File: src/rtl/serial_arith_pkg.sv
// Shared definitions for the bit-serial arithmetic sequencers.
package serial_arith_pkg;

  // Sequencer state encoding, common to all serial arithmetic controllers
  typedef enum logic [1:0] {
    ST_IDLE = 2'd0,
    ST_RUN  = 2'd1,
    ST_DONE = 2'd2
  } seq_state_e;

  localparam int unsigned DEFAULT_WIDTH = 8;

endpackage

File: src/rtl/full_adder.sv
// Single-bit full adder cell, shared by the serial sequencers.
module full_adder (
  input  logic in_x,
  input  logic in_y,
  input  logic carry_in,
  output logic sum,
  output logic carry_out
);

  // Plain combinational sum/carry
  always_comb begin
    sum       = in_x ^ in_y ^ carry_in;
    carry_out = (in_x & in_y) | (carry_in & (in_x ^ in_y));
  end

endmodule

File: src/rtl/serial_adder_ctrl.sv
// Bit-serial adder: one full_adder cell time-shared over WIDTH cycles, LSB first.
module serial_adder_ctrl
  import serial_arith_pkg::*;
#(
  parameter int unsigned WIDTH = DEFAULT_WIDTH,
  parameter int unsigned CNT_W = (WIDTH > 1) ? $clog2(WIDTH) : 1
) (
  input  logic             clk,
  input  logic             rst_n,
  input  logic             in_valid,
  output logic             in_ready,
  input  logic [WIDTH-1:0] in_a,
  input  logic [WIDTH-1:0] in_b,
  input  logic             in_carry,
  output logic             out_valid,
  input  logic             out_ready,
  output logic [WIDTH-1:0] out_sum,
  output logic             out_carry,
  output logic             busy
);

  localparam logic [CNT_W-1:0] LAST_BIT = CNT_W'(WIDTH - 1);

  seq_state_e       state_q, state_d;
  logic [WIDTH-1:0] a_sr, b_sr, res_sr, res_next;
  logic [WIDTH-1:0] sum_q;
  logic             carry_q;
  logic             c_q;
  logic [CNT_W-1:0] cnt;
  logic             fa_sum, fa_carry;
  logic             last_bit;

  full_adder u_full_adder (
    .in_x      (a_sr[0]),
    .in_y      (b_sr[0]),
    .carry_in  (c_q),
    .sum       (fa_sum),
    .carry_out (fa_carry)
  );

  // Result shift: new sum bit enters at the MSB (shift-right form also covers WIDTH=1)
  always_comb begin
    res_next            = res_sr >> 1;
    res_next[WIDTH-1]   = fa_sum;
    last_bit            = (cnt == LAST_BIT);
  end

  // Next-state logic and handshake outputs
  always_comb begin
    state_d   = state_q;
    in_ready  = (state_q == ST_IDLE);
    out_valid = (state_q == ST_DONE);
    busy      = (state_q == ST_RUN) || (state_q == ST_DONE);
    unique case (state_q)
      ST_IDLE: if (in_valid) state_d = ST_RUN;
      ST_RUN:  if (last_bit) state_d = ST_DONE;
      ST_DONE: if (out_ready) state_d = ST_IDLE;
      default: state_d = ST_IDLE;
    endcase
  end

  // State register
  always_ff @(posedge clk or negedge rst_n) begin
    if (!rst_n) begin
      state_q <= ST_IDLE;
    end else begin
      state_q <= state_d;
    end
  end

  // Operand load, serial datapath and result capture
  always_ff @(posedge clk or negedge rst_n) begin
    if (!rst_n) begin
      a_sr    <= '0;
      b_sr    <= '0;
      res_sr  <= '0;
      c_q     <= 1'b0;
      cnt     <= '0;
      sum_q   <= '0;
      carry_q <= 1'b0;
    end else if (state_q == ST_IDLE && in_valid) begin
      a_sr <= in_a;
      b_sr <= in_b;
      c_q  <= in_carry;
      cnt  <= '0;
    end else if (state_q == ST_RUN) begin
      a_sr   <= a_sr >> 1;
      b_sr   <= b_sr >> 1;
      c_q    <= fa_carry;
      res_sr <= res_next;
      cnt    <= cnt + CNT_W'(1);
      // Separate output copy so out_sum/out_carry hold the last result outside DONE
      if (last_bit) begin
        sum_q   <= res_next;
        carry_q <= fa_carry;
      end
    end
  end

  assign out_sum   = sum_q;
  assign out_carry = carry_q;

endmodule

File: config.mk
export PLATFORM = sky130hd
export DESIGN_NAME = serial_adder_ctrl
export DESIGN_NICKNAME = d
export VERILOG_FILES = /design/src/rtl/serial_arith_pkg.sv /design/src/rtl/full_adder.sv /design/src/rtl/serial_adder_ctrl.sv
export SDC_FILE = /design/constraint.sdc
export NUM_CORES = 1
export LEC_CHECK = 0
export CORE_AREA = 2 2 73 75
export DETAILED_ROUTE_END_ITERATION = 8
export DIE_AREA = 0 0 75 77
export HOLD_SLACK_MARGIN = 0.15
export PLACE_DENSITY_LB_ADDON = 0.12
export SLEW_MARGIN = 15
export SYNTH_ARGS = -nofsm -noshare
export SYNTH_HDL_FRONTEND = slang
export SYNTH_SLANG_ARGS = --single-unit
export TNS_END_PERCENT = 1
File: constraint.sdc
create_clock -name clk -period 3.7 [get_ports clk]
set_input_delay 0.925 -clock clk [delete_from_list [all_inputs] [get_ports clk]]
set_output_delay 0.925 -clock clk [all_outputs]
set_load 0.01 [all_outputs]
==> out/qor.txt <==
CLOCKING
----------------------------------------------------------------------------------
Hold bufs inserted after CTS ........................................            0
Clock tree root buffer cell ......................................... sky130_fd_sc_hd__clkbuf_8
Post-CTS repair timing setup buffer count ...........................            0
Total CTS buffers ...................................................            5
H-tree levels .......................................................            2
TritonCTS clock tree ................................................        built
Quantity of gates resized following cts .............................            0
CTS clk-pin slew, worst paths .......................................      0.07 ns
Clk_lat worst skew ..................................................      0.28 ns
Maximum root-to-sink buffer count ...................................            2
Clock sink count ....................................................           38

POWER AND IR DROP
----------------------------------------------------------------------------------
Static Leakage ......................................................  0.000947 uW
Worst vdd rail ir drop ..............................................   0.000374 V
Power Total .........................................................      1630 uW
Power density over cell area ........................................  761 mW/mm^2

ROUTING
----------------------------------------------------------------------------------
Detailed-routing iteration count for the pre-antenna-repair pass ....            3
Wirelength per Cell .................................................      12.2 um
DRT antenna net count ...............................................            0
Via Count ...........................................................        1,091
DRC violations left .................................................            0
Wire length after detailed routing ..................................      2920 um
Violation count after the first detailed-routing iteration ..........           57
Vias per cell .......................................................         4.56

DIE
----------------------------------------------------------------------------------
Top-level I/O count .................................................           33
Vert. Die Dim .......................................................        77 um
Initial Utilization .................................................        34.3%
Die area ............................................................ 0.00578 sq mm
# rows ..............................................................           26
CORE AREA ........................................................... 0.00498 sq mm
Floorplan die width .................................................        75 um

TIMING
----------------------------------------------------------------------------------
Crit share post-route ...............................................        67.0%
Setup slack of the critical path after layout .......................      1.22 ns
Final clock skew ....................................................   0.00681 ns
Slew at the pin closest to its max-slew limit .......................     0.856 ns
Count of pins over their slew limit .................................            0
Worst slew slack as a fraction of its limit .........................        43.0%
Max frequency .......................................................      403 MHz
RSZ-0062 raised after global routing ................................        false
Final-report setup violation count ..................................            0
Final critical delay including setup and external delays ............      2.48 ns
Count of endpoints failing hold in the final timing report ..........            0
Final sum of negative setup slack ...................................         0 ns

SYNTHESIS
----------------------------------------------------------------------------------
Ys Warns ............................................................            0
Sequential share of the synthesized area ............................        55.7%
Synth cell types ....................................................           18
Top-area cell type share of the netlist area ........................        55.7%
Post-synth net total ................................................          164
Synthesized instance count ..........................................          136
Cell type with the largest total area after synthesis ............... sky130_fd_sc_hd__dfrtp_1
Syn Area/Cell .......................................................   12.5 sq um
Netlist Area Pre-Place .............................................. 0.00171 sq mm
Synth area leaders .................................................. sky130_fd_sc_hd__dfrtp_1, sky130_fd_sc_hd__mux2_2, sky130_fd_sc_hd__mux2i_1, sky130_fd_sc_hd__o21ai_0, sky130_fd_sc_hd__ha_1
#FFs+latches synth ..................................................           38

FINAL LAYOUT
----------------------------------------------------------------------------------
Syn-to-layout area delta ............................................        25.8%
Share of final-layout standard cells stronger than drive strength 1 .        16.0%
Share of the core filled with cells in the final layout .............        43.1%
Design area ......................................................... 0.00215 sq mm
Layout Nets .........................................................          197
Number of antenna repair diodes .....................................            0

GLOBAL ROUTING
----------------------------------------------------------------------------------
Antenna violations before repair ....................................            0
Final global-route overflow total ...................................            0
First-pass GRT wire length ..........................................      5040 um
Pin count of the biggest net entering global routing ................           39
Global router's overall resource usage ..............................        11.4%
Via count of the first global-routing pass ..........................        1,132

PLACED DESIGN
----------------------------------------------------------------------------------
Placement Cell Area ................................................. 0.00207 sq mm
Estimated wirelength of the detail-placed design ....................      2000 um
Post-placement setup slack ..........................................      1.15 ns
Global placer's final weighted congestion ...........................        0.724
IO buf count ........................................................           32

WORST SETUP PATH
----------------------------------------------------------------------------------
Worst Path Max Fanout ...............................................            3
Category of the most critical setup path ............................   reg -> out
Critical Path RT ....................................................      2.77 ns
Endpoint type of the worst setup path ...............................  output port
Worst endpoint data arrival time ....................................      1.55 ns
Type of element launching the critical path .........................    flip-flop

OUTCOME
----------------------------------------------------------------------------------
Outcome ............................................................. finished, final reports clean

MIN PATH
----------------------------------------------------------------------------------
Worst min-delay path category .......................................   reg -> reg

RUN
----------------------------------------------------------------------------------
Reported max-cap violation count ....................................            0

==> critical path, cell delays in order (launching register included) <==
cell	delay [ns]
sky130_fd_sc_hd__dfrtp_1	0.38
sky130_fd_sc_hd__inv_1	0.09
sky130_fd_sc_hd__ha_1	0.28
sky130_fd_sc_hd__clkdlybuf4s50_1	0.53
==> final timing paths <==
| kind | slack [ns] | start | endpoint | cells after the start |
|---|---|---|---|---|
| setup reg to reg | 1.54 | state_q[1] | out_sum[2] | 6 |
| max in group asynchronous | 2.41 | rst_n | res_sr[6] | 1 |
| setup / recovery | 1.22 | state_q[0] | busy | 3 |
| hold / removal | 0.51 | out_sum[1] | out_sum[1] | 1 |
| min in group asynchronous | 0.75 | rst_n | out_sum[2] | 1 |
| hold reg to reg | 0.51 | out_sum[1] | out_sum[1] | 1 |
==> power breakdown <==
part	switching (uW)	total, uW	internal [uW]
clock	133	263	130
combinational	300	664	364
sequential	107	709	602
==> layout make-up <==
type | count | area, sq um
Inverter | 5 | 18.8
Fill cell | 478 | 2830
Clock buffer | 7 | 76.3
Tap cell | 70 | 87.6
Timing Repair Buffer | 33 | 323
Sequential cell | 38 | 951
Multi-Input combinational cell | 86 | 691
==> registers in the layout (all words and copies together), names as in the netlist <==
| signal | cells |
|---|---|
| a_sr | 8 |
| b_sr | 8 |
| c_q | 1 |
| cnt | 3 |
| out_carry | 1 |
| out_sum | 8 |
| res_sr | 7 |
| state_q | 2 |
==> cell usage after synthesis <==
cell type / n
sky130_fd_sc_hd__and2_2: 1
sky130_fd_sc_hd__buf_6: 1
sky130_fd_sc_hd__a222oi_1: 1
sky130_fd_sc_hd__clkbuf_1: 2
sky130_fd_sc_hd__nand2b_1: 2
sky130_fd_sc_hd__nand2_1: 18
sky130_fd_sc_hd__buf_2: 1
sky130_fd_sc_hd__fa_1: 1
sky130_fd_sc_hd__mux2_2: 18
sky130_fd_sc_hd__dfrtp_1: 38
sky130_fd_sc_hd__xnor2_1: 1
sky130_fd_sc_hd__mux2i_1: 17
sky130_fd_sc_hd__o21ai_0: 17
sky130_fd_sc_hd__ha_1: 6
sky130_fd_sc_hd__nor2_1: 3
sky130_fd_sc_hd__buf_4: 3
sky130_fd_sc_hd__inv_1: 5
sky130_fd_sc_hd__nor2_8: 1
==> through the flow <==
stage,hold slack [ns],std cells
5_1_grt,0.532,239
2_1_floorplan,0.475,136
6_report,0.509,239
3_5_place_dp,0.501,232
3_3_place_gp,0.492,232
4_1_cts,0.517,239
==> layer usage <==
layer	routed length (um)	global-route usage [%]
met5	0	0
met4	44	3.75
met3	152	4.34
met2	1340	17.7
met1	1390	14.3
==> cell families (layout without fill, tap and decap cells) <==
| group | Yosys count | after routing | share of synthesized area, % |
|---|---|---|---|
| compound gates | 18 | 18 | 5.57 |
| xor+xnor | 1 | 1 | 0.513 |
| fa+ha+maj | 7 | 7 | 5.57 |
| buf+inv | 12 | 45 | 3.81 |
| flops | 38 | 38 | 55.7 |
| mux | 35 | 35 | 21.8 |
| simple gates | 25 | 25 | 6.96 |
==> placed cells by master (no fill, tap or decap) <==
| master | Yosys | layout |
|---|---|---|
| sky130_fd_sc_hd__a222oi_1 | 1 | 1 |
| sky130_fd_sc_hd__nand2_1 | 18 | 18 |
| sky130_fd_sc_hd__o21ai_0 | 17 | 17 |
| sky130_fd_sc_hd__dfrtp_1 | 38 | 38 |
| sky130_fd_sc_hd__ha_1 | 6 | 6 |
| sky130_fd_sc_hd__fa_1 | 1 | 1 |
| sky130_fd_sc_hd__buf_4 | 3 | 1 |
| sky130_fd_sc_hd__and2_2 | 1 | 1 |
| sky130_fd_sc_hd__nand2b_1 | 2 | 2 |
| sky130_fd_sc_hd__buf_2 | 1 | 1 |
| sky130_fd_sc_hd__clkbuf_1 | 2 | 2 |
| sky130_fd_sc_hd__nor2_1 | 3 | 3 |
| sky130_fd_sc_hd__mux2_2 | 18 | 18 |
| sky130_fd_sc_hd__clkdlybuf4s50_1 | 0 | 31 |
| sky130_fd_sc_hd__inv_1 | 5 | 5 |
| sky130_fd_sc_hd__nor2_8 | 1 | 1 |
| sky130_fd_sc_hd__xnor2_1 | 1 | 1 |
| sky130_fd_sc_hd__mux2i_1 | 17 | 17 |
| sky130_fd_sc_hd__clkbuf_8 | 0 | 5 |
Note: power is estimated with default switching activity, not from simulation.
